[src/rtl/ysyx_220053_pkg.sv]
// Shared CPU package: datapath widths and the write-back result beat.
package ysyx_220053_pkg;

  localparam int unsigned CPU_ADDR_WIDTH = 5;
  localparam int unsigned CPU_DATA_WIDTH = 64;

  typedef struct packed {
    logic [CPU_ADDR_WIDTH-1:0] rd;
    logic [CPU_DATA_WIDTH-1:0] data;
  } wb_beat_t;

  localparam int unsigned WB_BEAT_WIDTH = $bits(wb_beat_t);

endpackage

[src/rtl/ysyx_220053_reg.sv]
// Generic register with synchronous active-high reset and write enable.
module ysyx_220053_reg #(
  parameter int unsigned     WIDTH     = 1,
  parameter logic [WIDTH-1:0] RESET_VAL = '0
) (
  input  logic             clk,
  input  logic             rst,
  input  logic             wen,
  input  logic [WIDTH-1:0] din,
  output logic [WIDTH-1:0] dout
);

  logic [WIDTH-1:0] data_q;

  always_ff @(posedge clk) begin
    if (rst) begin
      data_q <= RESET_VAL;
    end else if (wen) begin
      data_q <= din;
    end
  end

  assign dout = data_q;

endmodule

[src/rtl/ysyx_220053_scoreboard.sv]
// Per-register busy bits: set on issue, cleared on register-file write; set wins a tie.
module ysyx_220053_scoreboard #(
  parameter int unsigned ADDR_WIDTH = 5
) (
  input  logic                       clk,
  input  logic                       rst,
  input  logic                       set_en,
  input  logic [ADDR_WIDTH-1:0]      set_addr,
  input  logic                       clr_en,
  input  logic [ADDR_WIDTH-1:0]      clr_addr,
  output logic [(1<<ADDR_WIDTH)-1:0] busy
);

  localparam int unsigned NREG = 1 << ADDR_WIDTH;

  logic [NREG-1:0] busy_d, busy_q;

  always_comb begin
    busy_d = busy_q;
    if (clr_en) begin
      busy_d[clr_addr] = 1'b0;
    end
    // Applied after the clear so a same-cycle re-issue keeps the register busy.
    if (set_en && (set_addr != '0)) begin
      busy_d[set_addr] = 1'b1;
    end
    busy_d[0] = 1'b0;
  end

  always_ff @(posedge clk) begin
    if (rst) begin
      busy_q <= '0;
    end else begin
      busy_q <= busy_d;
    end
  end

  assign busy = busy_q;

endmodule

[src/rtl/ysyx_220053_wb_stage.sv]
// Write-back stage: LSU/ALU result arbitration, registered RF write, scoreboard and bypass.
// Optional bypass path enabled by defining YSYX_220053_WB_BYPASS_EN.
module ysyx_220053_wb_stage
  import ysyx_220053_pkg::*;
#(
  parameter int unsigned ADDR_WIDTH = CPU_ADDR_WIDTH,
  parameter int unsigned DATA_WIDTH = CPU_DATA_WIDTH
) (
  input  logic                  clk,
  input  logic                  rst,
  input  logic                  iss_valid,
  input  logic [ADDR_WIDTH-1:0] iss_rd,
  input  logic                  lsu_valid,
  output logic                  lsu_ready,
  input  logic [ADDR_WIDTH-1:0] lsu_rd,
  input  logic [DATA_WIDTH-1:0] lsu_data,
  input  logic                  alu_valid,
  output logic                  alu_ready,
  input  logic [ADDR_WIDTH-1:0] alu_rd,
  input  logic [DATA_WIDTH-1:0] alu_data,
  input  logic [ADDR_WIDTH-1:0] rs1_addr,
  input  logic [ADDR_WIDTH-1:0] rs2_addr,
  output logic                  rs1_busy,
  output logic                  rs2_busy,
  output logic                  rs1_fwd_valid,
  output logic                  rs2_fwd_valid,
  output logic [DATA_WIDTH-1:0] rs1_fwd_data,
  output logic [DATA_WIDTH-1:0] rs2_fwd_data,
  output logic                  rf_wen,
  output logic [ADDR_WIDTH-1:0] rf_waddr,
  output logic [DATA_WIDTH-1:0] rf_wdata
);

  localparam int unsigned WB_REG_WIDTH = 1 + WB_BEAT_WIDTH;

  wb_beat_t                  beat_d, beat_q;
  logic                      wen_d, wen_q;
  logic [WB_REG_WIDTH-1:0]   wb_reg_q;
  logic [(1<<ADDR_WIDTH)-1:0] busy;

  // LSU has fixed priority; it is always ready.
  assign lsu_ready = 1'b1;
  assign alu_ready = ~lsu_valid;

  always_comb begin
    beat_d = '0;
    wen_d  = 1'b0;
    if (lsu_valid) begin
      beat_d.rd   = CPU_ADDR_WIDTH'(lsu_rd);
      beat_d.data = CPU_DATA_WIDTH'(lsu_data);
      wen_d       = 1'b1;
    end else if (alu_valid) begin
      beat_d.rd   = CPU_ADDR_WIDTH'(alu_rd);
      beat_d.data = CPU_DATA_WIDTH'(alu_data);
      wen_d       = 1'b1;
    end
    // x0 writes are dropped here so rf_wen never fires for them.
    if (beat_d.rd == '0) begin
      wen_d = 1'b0;
    end
  end

  ysyx_220053_reg #(
    .WIDTH    (WB_REG_WIDTH),
    .RESET_VAL('0)
  ) u_wb_reg (
    .clk (clk),
    .rst (rst),
    .wen (1'b1),
    .din ({wen_d, beat_d}),
    .dout(wb_reg_q)
  );

  assign wen_q    = wb_reg_q[WB_REG_WIDTH-1];
  assign beat_q   = wb_reg_q[WB_BEAT_WIDTH-1:0];
  assign rf_wen   = wen_q;
  assign rf_waddr = ADDR_WIDTH'(beat_q.rd);
  assign rf_wdata = DATA_WIDTH'(beat_q.data);

  ysyx_220053_scoreboard #(
    .ADDR_WIDTH(ADDR_WIDTH)
  ) u_scoreboard (
    .clk     (clk),
    .rst     (rst),
    .set_en  (iss_valid),
    .set_addr(iss_rd),
    .clr_en  (rf_wen),
    .clr_addr(rf_waddr),
    .busy    (busy)
  );

`ifdef YSYX_220053_WB_BYPASS_EN
  logic rs1_hit, rs2_hit;

  assign rs1_hit       = rf_wen && (rs1_addr == rf_waddr) && (rs1_addr != '0);
  assign rs2_hit       = rf_wen && (rs2_addr == rf_waddr) && (rs2_addr != '0);
  assign rs1_fwd_valid = rs1_hit;
  assign rs2_fwd_valid = rs2_hit;
  assign rs1_fwd_data  = rs1_hit ? rf_wdata : '0;
  assign rs2_fwd_data  = rs2_hit ? rf_wdata : '0;
  assign rs1_busy      = busy[rs1_addr] & ~rs1_hit;
  assign rs2_busy      = busy[rs2_addr] & ~rs2_hit;
`else
  assign rs1_fwd_valid = 1'b0;
  assign rs2_fwd_valid = 1'b0;
  assign rs1_fwd_data  = '0;
  assign rs2_fwd_data  = '0;
  assign rs1_busy      = busy[rs1_addr];
  assign rs2_busy      = busy[rs2_addr];
`endif

endmodule

[config.mk]
export PLATFORM = sky130hd
export DESIGN_NAME = ysyx_220053_wb_stage
export DESIGN_NICKNAME = d
export VERILOG_FILES = /design/src/rtl/ysyx_220053_pkg.sv /design/src/rtl/ysyx_220053_reg.sv /design/src/rtl/ysyx_220053_scoreboard.sv /design/src/rtl/ysyx_220053_wb_stage.sv
export SDC_FILE = /design/constraint.sdc
export NUM_CORES = 1
export LEC_CHECK = 0
export CAP_MARGIN = 30
export CORE_AREA = 2 2 142 144
export CTS_CLUSTER_SIZE = 14
export DETAILED_ROUTE_END_ITERATION = 8
export DIE_AREA = 0 0 144 146
export PLACE_DENSITY = 0.65
export SLEW_MARGIN = 40
export SYNTH_ARGS = -nofsm -noshare
export SYNTH_HDL_FRONTEND = slang
export SYNTH_SLANG_ARGS = --single-unit
[constraint.sdc]
create_clock -name clk -period 1.2 [get_ports clk]
set_input_delay 0.18 -clock clk [delete_from_list [all_inputs] [get_ports clk]]
set_output_delay 0.18 -clock clk [all_outputs]
set_load 0.02 [all_outputs]
==> metrics.md, run 1 <==
| Metric | Value |
|---|---|
| Outcome | finished with violations |
| Failing checks | negative setup slack |
| Worst skew pair latency | 0.36 ns |
| Worst setup slack after layout | -0.680 ns |
| Gate count after technology mapping | between 600 and 700 |
| Critical path endpoint category | output pin |
| FF-to-FF End | u_scoreboard.busy[4] |
| Final Core Density | 41.0% |
| Synth top area share | 39.1% |
| Final Hold Slack | 0.192 ns |
| DRT antenna net count | 0 |
| Worst-path fanout max | 3 |
| Slew Limit Fails | 0 |
| IO buf count | 230 |
| Top cells by area, synth | dfxtp_1 (39%), buf_4 (19%), a22oi_1 (10%) |
| Fmax | 0.532 GHz |
| Max-Cap Viols | 0 |
| Clock Sinks | 101 |
| Pre-CTS setup slack | -1.23 ns |
| Worst Setup SP | u_scoreboard.busy[20] |
| Crit path max-delay family | multiplexers |
| Num rows | slightly above 50 |
| IO Pins | 362 |
| Yosys top cell by area | dfxtp_1 |
| Sequential share of the synthesized area | 39.1% |
| Finished Cell Area | 0.00792 mm² |
| Mux share of post-synthesis cell area | under 10% |
| WL/cell | between 10 and 15 µm |
| Max incr delay on CP | 0.46 ns |
| First-pass GRT wire length | 24900 µm |
| Num CTS Buffers | 9 |
| Die Area | approximately 0.021 mm² |
| RSZ-0062 raised after global routing | true |
| Setup_tns | -1.34 ns |
| Hold crit path type | input pin to flop |
| Power per cell area | 1070 mW/mm² |
| Largest family of logic cells by synthesized area | buffers and inverters |
| Final WL | approximately 17000 µm |
| TritonCTS clock tree | done |
| Flop-to-flop setup slack | 0.01 ns |
| Final layout net count | 1016 |
| Setup Crit Path Kind | flop to output pin |
| Vias in the first global route | 4467 |
| Distinct cells, synth | 32 |
| Initial antenna violation count | 0 |
| Flops & latches, synth | slightly above 100 |
| Final count of hold timing violations | 0 |
| Area Growth Syn to Fin | 53.3% |
| Setup bufs post-CTS | 0 |
| Ant. Diodes | 0 |
| Clock Path Buffers | 2 |
| HPWL Detailed | 13600 µm |
| Core area | approximately 0.019 mm² |
| Warning count from the yosys run | 0 |
| DR iter-0 viols | 303 |
| Peak supply drop | roughly 610 µV |
| Initial Util | about a quarter |
| Largest net degree at the start of global routing | 33 |
| CP max-delay cell | mux4_2 |
| Crit path to | rs1_busy |
| Fraction of layout cells with a size suffix above 1 | 15.1% |
| Overall Power | between 8 and 9 mW |
| Final GP Congestion | 0.804 |
| Setup Viol. Count Final | 2 |
| Worst Reg-to-Reg Cells | 3 |
| Post-synth top flop | dfxtp_1 |
| Grt ovf | 0 |
| Post-Syn Area | slightly above 0.005 mm² |
| Chip Width | 144 µm |
| Synth Area in Compound Gates | 18.3% |
| Post-synthesis simple-gate area fraction | 13.6% |
| Via Count | 4770 |
| R2r startpoint | u_wb_reg.dout[69] |
| Adder-cell area share of the yosys netlist | 0% |
| CP cell instances | mux4_2, nand2b_4, o2111ai_2, nand4_1, buf_4 |
| Tmin final | 1.88 ns |
| Final period utilization | 157% |
| Worst path depth | 5 |
| Non-filler instance count after layout | 1128 |
| Post-Place Cells | around 1100 |
| DRC Markers | 0 |
| Post-Route Skew | 0.0121 ns |
| Buf/Inv on CP | 1 |
| # hold bufs at CTS | 0 |
| GRT Total Usage | 15.5% |
| CTS H-Tree Depth | 3 |
| CP arrival | 1.70 ns |
| Static Leakage | between 3 and 4 nW |
| Syn avg cell area | 8.58 µm² |
| CP Data Required Time | 1.02 ns |
| Reg clk slew, reported paths | 0.07 ns |
| Routed vias/inst | 4.23 |
| Clk Tree Root Cell | clkbuf_16 |
| Post-synth ARST share | 0% |
| Area post-placement | ~0.0077 mm² |
| CP startpoint kind | flop |
| Synth Area in XOR/XNOR | 0% |
| EDFF count, synth | 0 |
| DR pass1 iterations | 4 |
| Chip height | 146 µm |
where the power goes:
part / total, mW / switching, mW / internal [mW]
clock network: 2.84 / 1.39 / 1.45
logic: 2.06 / 1.12 / 0.938
registers: 3.56 / 0.0607 / 3.50
area by class of cell:
type / count / area [µm²]
clock buffer: 10 / 229
clock inverter: 6 / 55.1
fill: 1991 / 11400
inverter: 3 / 11.3
multi-input combinational: 462 / 2530
sequential: 101 / 2040
tap: 265 / 332
timing repair buffer: 281 / 2730
Yosys cell counts, types with 4 or more instances:
| cell | count |
|---|---|
| a21oi_1 | 38 |
| a22oi_1 | 72 |
| buf_2 | 12 |
| buf_4 | 134 |
| clkbuf_1 | 17 |
| dfxtp_1 | 101 |
| mux2i_1 | 18 |
| mux4_2 | 4 |
| nand2_1 | 38 |
| nand2b_1 | 4 |
| nand3_1 | 10 |
| nand3b_1 | 5 |
| nor2_1 | 79 |
| nor2b_1 | 5 |
| nor3b_1 | 4 |
| o21ai_0 | 32 |
placed cells by master, fill, tap and decap left out, types with 11 or more instances in the layout:
cell type	n
clkdlybuf4s50_1	152
conb_1	131
dfxtp_1	91
nor2_1	79
a22oi_1	72
buf_4	49
nand2_1	38
a21oi_1	37
clkdlybuf4s15_1	34
mux2i_1	18
o21ai_0	17
buf_12	11
cells by family (layout without fill, tap and decap cells):
kind of cell | count (synthesis) | in the layout
simple gates | 158 | 158
buf+inv | 168 | 300
flops | 101 | 101
mux | 24 | 24
other cells | 2 | 131
compound gates | 149 | 149
flip-flops by register name, indices dropped and copies added (netlist names):
name and cells:
u_wb_reg.dout 70, u_scoreboard.busy 31
worst register-to-register path, stage by stage (launching register included):
cell     delay [ns]
dfxtp_2        0.37
or3b_4         0.47
o21ai_2        0.16
a21oi_2        0.07
worst min path at each step:
stage / start / end / slack (ns) / depth (start not counted)
2_1_floorplan: lsu_rd[3] / u_wb_reg.dout[67] / 0.32 / 2
3_3_place_gp: u_scoreboard.busy[18] / u_scoreboard.busy[18] / 0.49 / 2
3_5_place_dp: u_scoreboard.busy[18] / u_scoreboard.busy[18] / 0.49 / 2
4_1_cts: rst / u_wb_reg.dout[18] / 0.18 / 2
5_1_grt: rst / u_scoreboard.busy[4] / 0.20 / 2
6_report: rst / u_wb_reg.dout[18] / 0.19 / 2
timing repair:
item,4_1_cts,5_1_grt
resized for setup,147,45
pin swaps,3,9
setup endpoints to repair,69,35
cloned,0,0
layer usage:
metal / part of all wire (%) / GRT usage, % / vias up
li1: - / - / 2337
met1: 39 / 18.2 / 2219
met2: 52 / 27.2 / 200
met3: 8.1 / 4.48 / 14
met4: 1.1 / 4.85 / 0
met5: 0 / 0 / -
No activity file was read; power rests on OpenSTA's default activity.
==> inputs of run 2 (changes only) <==
- GPL_TIMING_DRIVEN: unset -> 0
- RECOVER_POWER: unset -> 50
==> run 2 against run 1 <==
Net effect:
- the run still ends with negative setup slack left
- first-iteration DRC count fell by 17%
- cell count rose by 10%
- via count rose by 5.7%
- highest routed layer unchanged
- largest power group unchanged
- clock-buffer cell count did not move
- core utilization rose by 3.9 points
- flip-flop and latch count did not move
- critical path type unchanged
==> metrics.md, run 2 (same netlist as run 1, synthesis figures left out) <==
| Metric | Value |
|---|---|
| Via Count | 5041 |
| Initial Util | 26.7% |
| Worst-margin pin slew | 0.672 ns |
| Max Used Layer | met4 |
| Fraction of layout cells with a size suffix above 1 | 24.1% |
| Critical path endpoint category | output pin |
| RSZ-0062 raised after global routing | true |
| Num CTS Buffers | 9 |
| Worst setup slack after layout | -0.660 ns |
| CP cell instances | mux4_2, nand2b_4, o211ai_1, nand4_1, buf_4 |
| Area Growth Syn to Fin | 67.9% |
| IO buf count | about 220 |
| Commonest non-fill, non-tap cell in the layout | clkdlybuf4s50_1 |
| Slew Limit Fails | 0 |
| CP startpoint kind | flop |
| Die Area | 0.0210 mm² |
| Max-Cap Viols | 0 |
| Reg clk slew, reported paths | 0.07 ns |
| Crit path to | rs1_busy |
| Worst Reg-to-Reg Cells | 3 |
| Pre-CTS setup slack | -1.05 ns |
| Largest net degree at the start of global routing | 19 |
| CP Data Required Time | 1.02 ns |
| Chip Width | 144 µm |
| Routed vias/inst | about 4.1 |
| FF-to-FF End | u_scoreboard.busy[7] |
| Core area | 0.0193 mm² |
| Fmax | 0.538 GHz |
| Static Leakage | 3.85 nW |
| Tmin final | 1.86 ns |
| Ant. Diodes | 0 |
| Final WL | 17700 µm |
| Worst Setup SP | u_scoreboard.busy[6] |
| Clock Path Buffers | 2 |
| Final GP Congestion | 0.829 |
| Max FFs per register | 70 |
| # fillers | 1957 |
| Grt ovf | 0 |
| Area post-placement | 0.00827 mm² |
| R2r startpoint | u_wb_reg.dout[66] |
| FF/Latch Area | 0.00205 mm² |
| DR WL met3 | between 1000 and 1500 µm |
| Most frequent cells in the layout | clkdlybuf4s50_1 (146), buf_4 (138), conb_1 (131) |
| WL/cell | 14.3 µm |
| Setup Crit Path Kind | flop to output pin |
| Multi-input logic area | 0.00261 mm² |
| CP arrival | 1.68 ns |
| DR pass1 iterations | 4 |
| Clock Sinks | 101 |
| Post-Route Skew | 0.0108 ns |
| First-pass GRT wire length | ~27000 µm |
| Worst-path fanout max | 3 |
| IO Pins | 362 |
| Setup_tns | -2.88 ns |
| Flop-to-flop setup slack | 0 ns |
| Final period utilization | 155% |
| Final layout net count | 1129 |
| DRT antenna net count | 0 |
| HPWL Detailed | 14600 µm |
| Vias in the first global route | 4639 |
| Outcome | finished with violations |
| Chip height | 146 µm |
| CTS H-Tree Depth | 3 |
| Final Hold Slack | 0.291 ns |
| # hold bufs at CTS | 0 |
| Worst slew margin | 55.2% |
| TritonCTS clock tree | done |
| Hold crit path type | input pin to flop |
| Met2 WL post-DR | 9370 µm |
| Failing checks | negative setup slack |
| Num rows | between 50 and 60 |
| Wire length on met1 | 6730 µm |
| Clk Tree Root Cell | clkbuf_16 |
| DR iter-0 viols | 250 |
| Initial antenna violation count | 0 |
| Max incr delay on CP | 0.47 ns |
| Final Core Density | roughly 45% |
| Peak supply drop | around 580 µV |
| Final count of hold timing violations | 0 |
| GRT Total Usage | between 10% and 20% |
| Setup Viol. Count Final | 25 |
| Worst skew pair latency | 0.35 ns |
| CP max-delay cell | mux4_2 |
| Finished Cell Area | between 0.008 and 0.009 mm² |
| Power per cell area | slightly above 1000 mW/mm² |
| DRC Markers | 0 |
-- run 2: changes by cell type in the layout (fill, tap and decap cells not counted), sizes merged --
cell,change
buf,+85
clkinvlp,-1
inv,+1
clkinv,-1
dlymetal6s2s,+2
dlygate4sd3,+1
bufinv,+1
clkdlybuf4s15,+6
dlygate4sd2,-3
clkbuf,+28
clkdlybuf4s50,-6
-- run 2: timing repair --
| action | CTS | global route |
|---|---|---|
| resized for setup | 173 | 69 |
| endpoints found under the hold margin | 0 | 0 |
| endpoints found under the setup margin | 120 | 61 |
| pin swaps | 2 | 7 |
| setup buffers | 4 | 2 |
-- run 2: through the flow --
| stage | instances | total power, mW |
|---|---|---|
| 6_report | 1241 | 8.88 |
| 5_1_grt | 1241 | 9.27 |
| 4_1_cts | 1239 | 8.93 |
| 3_5_place_dp | 1220 | 5.95 |
| 3_3_place_gp | 1220 | 5.94 |
| 2_1_floorplan | 731 | 4.96 |
-- run 2: area by class of cell --
class,instances,area share (%)
Timing Repair Buffer,230,25.5
Buffer,164,13.5
Tap cell,265,3.82
Sequential cell,101,23.6
Clock inverter,6,0.879
Multi-Input combinational cell,462,30.0
Inverter,3,0.130
Clock buffer,10,2.64
-- run 2: power by group --
group	internal (mW)	switching [mW]	leakage, nW
sequential	3.50	0.0659	0.835
clock	1.66	1.37	0.150
combinational	1.12	1.17	2.87
-- run 2: routing by layer --
| metal | vias up | track usage [%] |
|---|---|---|
| met4 | 0 | 4.90 |
| met1 | 2271 | 18.4 |
| li1 | 2565 | - |
| met3 | 19 | 4.90 |
| met5 | - | 0 |
| met2 | 186 | 29.7 |
-- run 2: worst max-delay path, delay by kind of cell, from the launching register on --
kind,cells,cell delay [ns]
buffers and inverters,1,0.17
muxes,1,0.47
and+or+nand+nor,2,0.26
AOI/OAI and AO/OA,1,0.09
DFF,1,0.34
-- run 2: worst min path at each step --
| stage | start | end | cells past startpoint |
|---|---|---|---|
| after floorplan | lsu_rd[3] | u_wb_reg.dout[67] | 2 |
| final | rst | u_wb_reg.dout[3] | 2 |
| after detailed placement | u_scoreboard.busy[29] | u_scoreboard.busy[29] | 2 |
| after global placement | u_scoreboard.busy[29] | u_scoreboard.busy[29] | 2 |
| after global routing | alu_valid | u_wb_reg.dout[69] | 3 |
| after CTS | alu_valid | u_wb_reg.dout[69] | 3 |
==> inputs of run 3 (changes only) <==
- SKIP_LAST_GASP: unset -> 1
==> run 3 against run 2 <==
Net effect:
- the run still ends with negative setup slack left
- clock power about the same
- sequential power barely moved
- clock skew is 0.0020 ns higher
- die area stayed put
- worst hold slack got worse by 0.0013 ns
- power about the same
- largest cell class unchanged
==> metrics.md, run 3 (same netlist as run 1, synthesis figures left out) <==
| Metric | Value |
|---|---|
| Largest net degree at the start of global routing | 19 |
| Slew Limit Fails | 0 |
| # hold bufs at CTS | 0 |
| Finished Cell Area | between 0.008 and 0.009 mm² |
| Max FFs per register | 70 |
| Vias in the first global route | 4639 |
| Failing checks | negative setup slack |
| Setup Viol. Count Final | 24 |
| IO buf count | 224 |
| Tmin final | around 1.9 ns |
| CP max-delay cell | mux4_2 |
| Chip height | 146 µm |
| Area post-placement | 0.00827 mm² |
| Setup Crit Path Kind | flop to output pin |
| Clock Path Buffers | 2 |
| Die Area | around 0.021 mm² |
| CP Data Required Time | 1.02 ns |
| Hold Path Cell Cnt | 2 |
| Area Growth Syn to Fin | 67.8% |
| Routing usage on met3 | 4.90% |
| Comb pwr share | 25.8% |
| Switching share of power | 29.3% |
| Met2 usage in global routing | between 20% and 30% |
| Peak supply drop | about 570 µV |
| DRC Markers | 0 |
| Worst slew margin | 55.3% |
| Post-Route Skew | 0.0128 ns |
| Commonest non-fill, non-tap cell in the layout | clkdlybuf4s50_1 |
| Pre-CTS setup slack | -1.05 ns |
| DRT antenna net count | 0 |
| Gr busiest metal | met2 |
| Critical path endpoint category | output pin |
| CP startpoint kind | flop |
| Chip Width | about 140 µm |
| Initial antenna violation count | 0 |
| IO Pins | approximately 360 |
| Num CTS Buffers | 9 |
| Most frequent cells in the layout | clkdlybuf4s50_1 (146), buf_4 (138), conb_1 (131) |
| Via Count | 5069 |
| Final period utilization | 155% |
| Final layout net count | 1129 |
| Clk Tree Root Cell | clkbuf_16 |
| Clock Sinks | 101 |
| WL/cell | 14.3 µm |
| DR pass1 iterations | 5 |
| CP cell instances | mux4_2, nand2b_4, o211ai_1, nand4_1, buf_4 |
| Grt ovf | 0 |
| HPWL Detailed | 14600 µm |
| CP arrival | 1.68 ns |
| RSZ-0062 raised after global routing | true |
| Worst skew pair latency | 0.35 ns |
| Worst-margin pin slew | 0.671 ns |
| Final WL | 17700 µm |
| TritonCTS clock tree | done |
| Clk pwr share | about 34% |
| Final count of hold timing violations | 0 |
| Final Hold Slack | between 0.2 and 0.3 ns |
| Cell internal pwr | 6.28 mW |
| Fraction of layout cells with a size suffix above 1 | 24.0% |
| Hold crit path type | input pin to flop |
| Worst setup slack after layout | -0.662 ns |
| # fillers | 1961 |
| Fmax | 0.537 GHz |
| Max-Cap Viols | 0 |
| Final GP Congestion | 0.829 |
| GRT Total Usage | 16.4% |
| Core area | 0.0193 mm² |
| Routed vias/inst | between 4 and 5 |
| Reg clk slew, reported paths | 0.07 ns |
| Sequential share of power | 40.1% |
| DR iter-0 viols | 257 |
| Power per cell area | ~1000 mW/mm² |
| Initial Util | a little over a quarter |
| Outcome | finished with violations |
| First-pass GRT wire length | between 20000 and 30000 µm |
| Post-Place Cells | 1220 |
| Switch Pwr | ~2.6 mW |
| Non-filler instance count after layout | ~1200 |
| Worst Reg-to-Reg Cells | 3 |
| CTS H-Tree Depth | 3 |
| Num rows | 51 |
| Met1 GRT Util | roughly 18% |
| Max incr delay on CP | ~0.47 ns |
| Worst-path fanout max | 3 |
| Static Leakage | 3.85 nW |
| Ant. Diodes | 0 |
==> run 3: cell types whose count changed in the layout (fill, tap and decap cells not counted) <==
cell,delta
a22oi_1,+1
clkbuf_4,-1
a22oi_2,-1
buf_2,+1
==> run 3: timing repair <==
item	CTS	global route
gates cloned	0	0
resized for setup	172	68
setup endpoints to repair	120	61
pin swaps	2	5
setup buffers	4	2
==> run 3: final timing paths <==
| check | start | slack [ns] | end |
|---|---|---|---|
| worst max-delay path | u_scoreboard.busy[6] | -0.66 | rs1_busy |
| worst min-delay path | rst | 0.29 | u_wb_reg.dout[3] |
| worst max register to register | u_wb_reg.dout[66] | 0 | u_scoreboard.busy[7] |
| worst min register to register | u_scoreboard.busy[5] | 0.49 | u_scoreboard.busy[5] |
==> run 3: layer usage <==
layer | up-vias | wire length (µm)
met3 | 16 | 1250
met1 | 2301 | 6760
li1 | 2564 | -
met5 | - | 0
met2 | 188 | 9400
met4 | 0 | 323
==> run 3: area by class of cell <==
type	instances	area, µm²	share of cell area, %
flip-flops and latches	101	2050	23.6
well taps	265	332	3.82
clock inverters	6	76.3	0.880
plain buffers	164	1170	13.4
repair buffers	230	2210	25.5
clock buffers	10	229	2.64
multi-input cells	462	2600	30.0
inverters	3	11.3	0.130
==> run 3: critical path, delay by kind of cell (launching register included) <==
kind	cells	cell delay, ns
AO/OA/AOI/OAI	1	0.09
buffers and inverters	1	0.17
flip-flops	1	0.34
multiplexers	1	0.47
AND/OR/NAND/NOR	2	0.26
==> run 3: power groups by stage <==
| stage | sequential (mW) | clock (mW) | combinational (mW) |
|---|---|---|---|
| detailed placement | 3.64 | 0 | 2.31 |
| global placement | 3.64 | 0 | 2.31 |
| global route | 3.58 | 3.24 | 2.45 |
| finish | 3.56 | 3.03 | 2.29 |
| floorplan | 3.80 | 0 | 1.16 |
| CTS | 3.56 | 3.12 | 2.26 |
==> run 3: per-stage QoR <==
step           power, mW  setup TNS, ns  util [%]
2_1_floorplan       4.96         -0.399         -
3_3_place_gp        5.94         -43.00      42.7
3_5_place_dp        5.95         -42.17      42.8
4_1_cts             8.93          -1.32      44.5
5_1_grt             9.27          -8.14      44.8
6_report            8.87          -3.28      44.8
